--- src/rtl/oam_dma_controller.sv ---
// Sprite DMA: a CPU write to TRIGGER_ADDR halts the CPU and copies page {data,00} to the OAM data port.
// One read/write pair per byte; all state advances on ce only, outputs decode from registered state.
module oam_dma_controller #(
  parameter logic [15:0] TRIGGER_ADDR = 16'h4014,
  parameter logic [15:0] DEST_ADDR    = 16'h2004
) (
  input  logic        clk,
  input  logic        reset,
  input  logic        ce,
  input  logic        odd_cycle,
  input  logic [15:0] cpu_addr,
  input  logic [7:0]  cpu_din,
  input  logic        cpu_write,
  input  logic [7:0]  mem_din,
  output logic        pause_cpu,
  output logic        dma_active,
  output logic [15:0] dma_addr,
  output logic        dma_read,
  output logic        dma_write,
  output logic [7:0]  dma_dout
);

  typedef enum logic [2:0] {
    ST_IDLE,
    ST_HALT,
    ST_ALIGN,
    ST_READ,
    ST_WRITE
  } state_t;

  state_t     state_q, state_d;
  logic [7:0] page_q, page_d;
  logic [7:0] count_q, count_d;
  logic [7:0] buf_q, buf_d;
  logic       trigger;

  assign trigger  = cpu_write && (cpu_addr == TRIGGER_ADDR);
  assign dma_dout = buf_q;

  always_ff @(posedge clk) begin
    if (reset) begin
      state_q <= ST_IDLE;
      page_q  <= 8'h00;
      count_q <= 8'h00;
      buf_q   <= 8'h00;
    end else if (ce) begin
      state_q <= state_d;
      page_q  <= page_d;
      count_q <= count_d;
      buf_q   <= buf_d;
    end
  end

  always_comb begin
    state_d    = state_q;
    page_d     = page_q;
    count_d    = count_q;
    buf_d      = buf_q;
    pause_cpu  = 1'b1;
    dma_active = 1'b1;
    dma_addr   = 16'h0000;
    dma_read   = 1'b0;
    dma_write  = 1'b0;
    case (state_q)
      ST_IDLE: begin
        pause_cpu  = 1'b0;
        dma_active = 1'b0;
        if (trigger) begin
          page_d  = cpu_din;
          count_d = 8'h00;
          state_d = ST_HALT;
        end
      end
      // An odd first cycle needs one extra idle cycle so reads land on get phases.
      ST_HALT:  state_d = odd_cycle ? ST_ALIGN : ST_READ;
      ST_ALIGN: state_d = ST_READ;
      ST_READ: begin
        dma_addr = {page_q, count_q};
        dma_read = 1'b1;
        buf_d    = mem_din;
        state_d  = ST_WRITE;
      end
      ST_WRITE: begin
        dma_addr  = DEST_ADDR;
        dma_write = 1'b1;
        count_d   = count_q + 8'd1;
        state_d   = (count_q == 8'hFF) ? ST_IDLE : ST_READ;
      end
      default: state_d = ST_IDLE;
    endcase
  end

endmodule

--- config.mk ---
export PLATFORM = sky130hd
export DESIGN_NAME = oam_dma_controller
export DESIGN_NICKNAME = d
export VERILOG_FILES = /design/src/rtl/oam_dma_controller.sv
export SDC_FILE = /design/constraint.sdc
export NUM_CORES = 1
export LEC_CHECK = 0
export ABC_AREA = 1
export CORE_MARGIN = 5
export CORE_UTILIZATION = 44
export CTS_BUF_LIST = sky130_fd_sc_hd__clkbuf_16
export CTS_CLUSTER_SIZE = 10
export DETAILED_ROUTE_END_ITERATION = 8
export PLACE_DENSITY = 0.91
export SLEW_MARGIN = 20
export SYNTH_ARGS = -nofsm -noshare
export SYNTH_HDL_FRONTEND = slang
export SYNTH_SLANG_ARGS = --single-unit
--- constraint.sdc ---
create_clock -name clk -period 3.3 [get_ports clk]
set_input_delay 0.495 -clock clk [delete_from_list [all_inputs] [get_ports clk]]
set_output_delay 0.495 -clock clk [all_outputs]
set_load 0.03 [all_outputs]
# Word-level counts from Yosys, hierarchy flattened
# Cells that the tools add are included.
[totals] ff_bits=27
[classes] n_addsub=1 eq_ne=7 mux=10 n_reduce_logical=7
[ops] op="$pmux 16 s2" n=1
[ops] op="$eq 16x15->1 const B" n=1
[ops] op="$pmux 8 s2" n=1
[ops] op="$pmux 3 s5" n=1
[ops] op="$add 8x1->8 const B" n=1
[ops] op="$eq 8x8->1 const B" n=1
[ops] op="$mux 8" n=1
[ops] op="$eq 3x2->1 const B" n=2
[ops] op="$reduce_and 3->1" n=2
[ops] op="$mux 1" n=4
[ops] op="$reduce_and 2->1" n=2
[ops] op="$eq 3x1->1 const B" n=1
[ops] op="$eq 3x3->1 const B" n=1
[ops] op="$logic_not 3->1" n=1
[ops] op="$mux 3" n=1
[ops] op="$mux 2" n=1
[ops] op="$ne 2x2->1 const B" n=1
[ops] op="$reduce_bool 2->1" n=1
[ops] op="$logic_and 1x1->1" n=1

# Depth between registers and ports, before layout
# Gate-level depths: netlist (run 1).
[logic_depth] depth_word=4 ltp_mapped=10 depth_no_buf=10

# Worst setup path before layout (run 1)
# Ideal clock, no wire load.
[synth_timing] path_type="register to output" start="register state_q[0]" end="output port dma_addr[0]" arrival_ns=1.345 t_required_ns=2.805 slack_ns=1.460 stages_incl_launch_ff=6 n_path_buf=1 cell_sequence="dfxtp_1 -> inv_1 -> nor3_2 -> inv_1 -> buf_2 -> nor2_1"
[synth_via] elab_chain_cells=2 word_cells_on_any_way=3 classes_between="eq/ne (2); mux (1)"
[synth_lines] element="start: declaration" line="31" rtl="state_t state_q, state_d;"
[synth_lines] element="start signal: assignment" line="47" rtl="state_q <= state_d;"
[synth_lines] element="$eq 3x3->1 or $eq 3x2->1 (tied branches)" line="64" rtl="case (state_q)"
[synth_lines] element="$pmux 16 s2 (*)" line="64"
[synth_lines] element="end: declaration" line="17" rtl="output logic [15:0] dma_addr,"
# Mark *: on every way between the ends. The rest lies on a longest branch, timed or not.

# Worst setup path in the final report (run 1)
[layout_timing] start="register state_q[0]" end="output port dma_addr[11]"
# Same word-level chain as after synthesis.

==> results.sh, run 1 <==
export IMPL_cts_made_buffers=3
export IMPL_ant_nets=0
export IMPL_p_leak_nw=0.807
export IMPL_area_growth_syn_to_layout_pct=52.0
export IMPL_cp_num_buf_inv=4
export IMPL_ys_seq_elements=27
export IMPL_finalClockSkew_ns=0.00541
export IMPL_grt_antenna_before_repair=0
export IMPL_seq_power_share_pct=49.4
export IMPL_status="finished clean"
export IMPL_ys_types=23
export IMPL_numClockSinks=27
export IMPL_fin_crit_ns=2.73
export IMPL_syn_inst=227
export IMPL_sw_frac_of_total_pct=19.5
export IMPL_routed_wl_um=3930
export IMPL_routabilityCongestion=0.798
export IMPL_irDropWorstVdd_mv=0.211
export IMPL_maxSlewHeadroom_pct=68.6
export IMPL_clkLatencyLatePin_ns=0.26
export IMPL_grt_pass1_vias=1481
export IMPL_arrival_ns=2.24
export IMPL_drive_gt1_share_pct=5.88
export IMPL_post_cts_setup_buffer_count=0
export IMPL_syn_avg_cell_area_um2=6.33
export IMPL_dp_hpwl_um=2910
export IMPL_cp_max_fo=14
export IMPL_ys_seq_area_share_pct=37.6
export IMPL_htreeDepth=1
export IMPL_hold_viol=0
export IMPL_pwr_share_clk_pct=42.1
export IMPL_cp_end_kind="output port"
export IMPL_grtUsageTotal_pct=18.7
export IMPL_syn_cell_area_mm2=0.00144
export IMPL_ctsHoldBuffers=0
export IMPL_dieWidth_um=67.2
export IMPL_die_area_mm2=0.00451
export IMPL_antenna_cells=0
export IMPL_final_max_slew_viol_count=0
export IMPL_viasPerCell=4.78
export IMPL_hold_path_class="flip-flop to flip-flop"
export IMPL_grt_pass1_wl_um=6520
export IMPL_fmax_mhz=366
export IMPL_cts_tree="done"
export IMPL_cap_violations=0
export IMPL_drt_iter0_markers=109
export IMPL_clk_pin_slew_ns=0.07
export IMPL_drc=0
export IMPL_dr_pass1_iters=5
export IMPL_core_area_mm2=0.00310
export IMPL_yosysTopAreaCell="dfxtp_1"
export IMPL_io_pins=65
export IMPL_dieHeight_um=67.2
export IMPL_tightestPinTransition_ns=0.470
export IMPL_post_route_period_util_pct=82.9
export IMPL_cts_root_buf="clkbuf_16"
export IMPL_holdWs_ns=0.461
export IMPL_grt_ovfl_total=0
export IMPL_cp_slowest_cell="clkdlybuf4s50_1"
export IMPL_wire_per_inst_um=11.8
export IMPL_num_vias=1592
export IMPL_clockBufferDepth=2
export IMPL_p_sw_w=0.000128
export IMPL_worstSetupPathType="flip-flop to output port"
export IMPL_critPathRequiredTime_ns=2.80
export IMPL_ctsResizeCount=0
export IMPL_cpMostUsedCell="inv_1"
export IMPL_fin_setup_tns_ns=0
export IMPL_p_per_area_mw_per_mm2=302
export IMPL_synthTopCellsByArea="dfxtp_1, nor2_1, nand2_1"
export IMPL_path_cells="inv_1 > nor3_2 > buf_4 > inv_1 > nor2_1 > clkdlybuf4s50_1"
export IMPL_combPwrFrac_pct=8.4
export IMPL_grt_max_degree=17
export IMPL_yosysTopAreaCellShare_pct=37.6
export IMPL_io_buffers=64
export IMPL_max_stage_delay_ns=0.69
export IMPL_initial_core_util_pct=46.3
export IMPL_setup_viol=0
export IMPL_crit_path_start_kind="flip-flop"
export IMPL_rsz0062_at_grt="false"
export IMPL_synth_net_count=265
export IMPL_layout_nets=328
export IMPL_path_delay_family="buffers and inverters"
export IMPL_internal_power_w=0.000531
export IMPL_fp_row_count=20
export IMPL_ys_warn_count=0
worst register-to-register path: cells and delay by family (launching register included):
family	cells	cell delay (ns)
AOI/OAI and AO/OA	1	0.21
buffers and inverters	2	0.23
DFF	1	0.42
and+or+nand+nor	5	0.60
placed cells by master (no fill, tap or decap):
cell type        synthesis  final
clkdlybuf4s50_1          0     64
nor2_1                  50     50
nand2_1                 45     45
inv_1                   29     29
dfxtp_1                 27     27
nand3_1                 23     23
a21oi_1                 17     17
o21ai_0                 13     13
clkbuf_16                0      3
buf_4                    3      3
nor3_2                   2      2
nand2_2                  2      2
nand4_1                  2      2
nor2_2                   1      1
inv_2                    1      1
or2_0                    1      1
nand3_2                  1      1
nor2_4                   1      1
nand2_4                  1      1
or2_2                    1      1
ha_1                     1      1
clkinvlp_4               0      1
final cells by class:
| cell class | instances | area, µm² |
|---|---|---|
| Clock buffer | 3 | 75.1 |
| Inverter | 30 | 113 |
| Tap cell | 44 | 55.1 |
| Fill cell | 263 | 918 |
| Timing Repair Buffer | 67 | 663 |
| Sequential cell | 27 | 541 |
| Clock inverter | 1 | 7.51 |
| Multi-Input combinational cell | 161 | 731 |
metal layers:
layer	GRT usage (%)	vias to the layer above	routed length, µm
met5	0	-	0
li1	-	831	-
met3	4.66	5	284
met2	33.0	50	2020
met4	6.08	0	46
met1	21.9	706	1580
power groups by stage:
stage / clock, W / sequential [W] / combinational [W]
after floorplan: 0 / 0.000333 / 0.0000104
after CTS: 0.000285 / 0.000326 / 0.0000557
after detailed placement: 0 / 0.000333 / 0.0000553
final: 0.000277 / 0.000326 / 0.0000556
after global routing: 0.000296 / 0.000325 / 0.0000588
after global placement: 0 / 0.000333 / 0.0000546
Yosys cell counts:
master    count
nor2_2        1
a21oi_1      17
nand2_2       2
buf_2         1
nor2_4        1
nor3_2        2
inv_2         1
nand2_4       1
or2_0         1
clkbuf_1      3
nand2_1      45
o21ai_0      13
inv_1        29
dfxtp_1      27
or2_2         1
buf_1         1
nor2_1       50
buf_4         3
nand3_2       1
ha_1          1
nand4_1       2
nand3_1      23
buf_6         1
path summary, 6_finish.rpt:
| check | startpoint | endpoint | slack, ns | cells after the start |
|---|---|---|---|---|
| max reg2reg | state_q[0] | count_q[0] | 1.73 | 8 |
| max | state_q[0] | dma_addr[11] | 0.57 | 6 |
| min reg2reg | dma_dout[7] | dma_dout[7] | 0.46 | 2 |
| min | dma_dout[7] | dma_dout[7] | 0.46 | 2 |
flip-flops by register name, summed over array words and instances, names as in the netlist:
register and flops:
page_q 8, count_q 8, dma_dout 8, state_q 3
per-stage QoR:
stage	cells	utilization [%]	setup WS, ns	cell area (µm²)	total power (W)
finish	333	70.4	0.566	2180	0.000659
global route	333	70.4	0.429	2180	0.000680
CTS	333	70.4	0.548	2180	0.000666
detailed placement	329	67.7	0.920	2100	0.000388
global placement	329	67.7	0.994	2100	0.000388
floorplan	227	-	1.46	1440	0.000344
cells by family after synthesis:
family	count (synthesis)	share of synthesized area, %
DFF	27	37.6
and+or+nand+nor	130	39.5
AOI/OAI and AO/OA	30	10.4
buffers and inverters	39	11.6
adders and majority gates	1	0.870
(Power assumes the default switching activity.)
==> run 2: changes to the inputs <==
CORE_UTILIZATION = 41   (was 44)
PLACE_DENSITY = 0.86   (was 0.91)
clock period = 2.9 ns   (was 3.3 ns; I/O delays follow)
==> run 2 against run 1 <==
Effect of this change:
- final cell count up 0.90%
- sequential cell count unchanged
- critical path depth down 1
- global-route usage down 1.5 points
- register-to-register slack worse by 0.34 ns
- critical path type unchanged
- critical endpoint is now dma_addr[12]
- largest cell class unchanged
==> results.sh, run 2 (synthesized netlist as in run 1, its figures left out) <==
export IMPL_met1_length_um=1670
export IMPL_clk_pin_slew_ns=0.07
export IMPL_fin_crit_ns=2.52
export IMPL_hold_end="dma_dout[6]"
export IMPL_clkLatencyLatePin_ns=0.27
export IMPL_post_route_period_util_pct=86.8
export IMPL_hold_viol=0
export IMPL_worstHoldStart="dma_dout[6]"
export IMPL_dr_pass1_iters=4
export IMPL_cp_num_buf_inv=3
export IMPL_viasPerCell=4.68
export IMPL_holdWs_ns=0.464
export IMPL_layout_nets=329
export IMPL_hold_path_class="flip-flop to flip-flop"
export IMPL_final_common_cell="clkdlybuf4s50_1"
export IMPL_io_pins=65
export IMPL_final_max_slew_viol_count=0
export IMPL_grt_pass1_vias=1541
export IMPL_drc=0
export IMPL_regToRegSetupSlack_ns=1.39
export IMPL_mostFrequentLayoutCells="clkdlybuf4s50_1, nor2_1, nand2_1"
export IMPL_min_path_cells=2
export IMPL_wl_met2_um=1950
export IMPL_top_layer_used="met4"
export IMPL_wl_met3_um=266
export IMPL_path_delay_family="buffers and inverters"
export IMPL_grt_ovfl_total=0
export IMPL_status="finished clean"
export IMPL_power_w=0.000760
export IMPL_grt_pass1_wl_um=6970
export IMPL_ctsResizeCount=0
export IMPL_routed_wl_um=3970
export IMPL_maxSlewHeadroom_pct=66.2
export IMPL_post_cts_setup_buffer_count=0
export IMPL_rsz0062_at_grt="false"
export IMPL_dp_cells=332
export IMPL_antenna_cells=0
export IMPL_cap_violations=0
export IMPL_die_area_mm2=0.00479
export IMPL_final_cells=336
export IMPL_ant_nets=0
export IMPL_crit_path_start_kind="flip-flop"
export IMPL_worstSetupPathType="flip-flop to output port"
export IMPL_wire_per_inst_um=11.8
export IMPL_fmax_mhz=397
export IMPL_cpMostUsedCell="inv_1"
export IMPL_dieWidth_um=69.2
export IMPL_cp_end_kind="output port"
export IMPL_htreeDepth=1
export IMPL_finalClockSkew_ns=0.00296
export IMPL_grt_max_degree=17
export IMPL_core_area_mm2=0.00336
export IMPL_setup_ws_ns=0.383
export IMPL_critPathRequiredTime_ns=2.47
export IMPL_fin_setup_tns_ns=0
export IMPL_path_cells="inv_1 > nor3_2 > inv_1 > nor2_1 > clkdlybuf4s50_1"
export IMPL_p_per_area_mw_per_mm2=346
export IMPL_initial_core_util_pct=42.7
export IMPL_setup_viol=0
export IMPL_p_leak_nw=0.812
export IMPL_clockBufferDepth=2
export IMPL_area_growth_syn_to_layout_pct=52.7
export IMPL_cp_slowest_cell="clkdlybuf4s50_1"
export IMPL_dp_hpwl_um=2960
export IMPL_dieHeight_um=69.2
export IMPL_ctsHoldBuffers=0
export IMPL_max_stage_delay_ns=0.69
export IMPL_numClockSinks=27
export IMPL_rr_worst_depth=8
export IMPL_cts_made_buffers=3
export IMPL_dp_slack_ns=0.701
export IMPL_routabilityCongestion=0.865
export IMPL_drive_gt1_share_pct=6.21
export IMPL_irDropWorstVdd_mv=0.222
export IMPL_io_buffers=64
export IMPL_tightestPinTransition_ns=0.506
export IMPL_num_vias=1573
export IMPL_cts_root_buf="clkbuf_16"
export IMPL_r2r_start="state_q[0]"
export IMPL_r2r_end="count_q[0]"
export IMPL_fp_row_count=21
export IMPL_grt_antenna_before_repair=0
export IMPL_cp_max_fo=14
export IMPL_drt_iter0_markers=121
export IMPL_cts_tree="done"
export IMPL_arrival_ns=2.08
export IMPL_grtUsageTotal_pct=17.1
-- run 2: cell types whose count changed in the layout (fill, tap and decap cells not counted) --
cell and delta:
buf_4 +1
-- run 2: routing by layer --
metal  vias up  GRT usage (%)
met5         -              0
met2        40           29.3
li1        832              -
met1       692           20.7
met3         9           4.06
met4         0           6.29
-- run 2: power by group --
group / total (W) / internal [W] / switching [W] / leakage, nW
sequential: 0.000370 / 0.000370 / 0.00000000126 / 0.217
clock: 0.000325 / 0.000188 / 0.000137 / 0.0371
combinational: 0.0000646 / 0.0000466 / 0.0000180 / 0.557
-- run 2: worst max path at each step --
stage,startpoint,end,cells after the start
floorplan,state_q[0],dma_addr[0],5
global placement,state_q[0],dma_addr[0],5
detailed placement,state_q[0],dma_addr[12],5
CTS,state_q[0],dma_addr[12],5
global route,state_q[0],dma_addr[15],5
finish,state_q[0],dma_addr[12],5
-- run 2: cell type report --
type | instances | area [µm²]
Tap cell | 46 | 57.6
Multi-Input combinational cell | 161 | 731
Sequential cell | 27 | 541
Fill cell | 313 | 1170
Timing Repair Buffer | 68 | 671
Inverter | 30 | 113
Clock buffer | 3 | 75.1
Clock inverter | 1 | 7.51
-- run 2: tightest hold or removal path: stages, from the launching register on --
cell	delay, ns
dfxtp_1	0.31
nand2_1	0.06
a21oi_1	0.05
-- run 2: stage by stage --
step | utilization (%) | cell area, µm²
global placement | 62.8 | 2110
CTS | 65.3 | 2190
floorplan | - | 1440
finish | 65.3 | 2190
detailed placement | 62.8 | 2110
global route | 65.3 | 2190
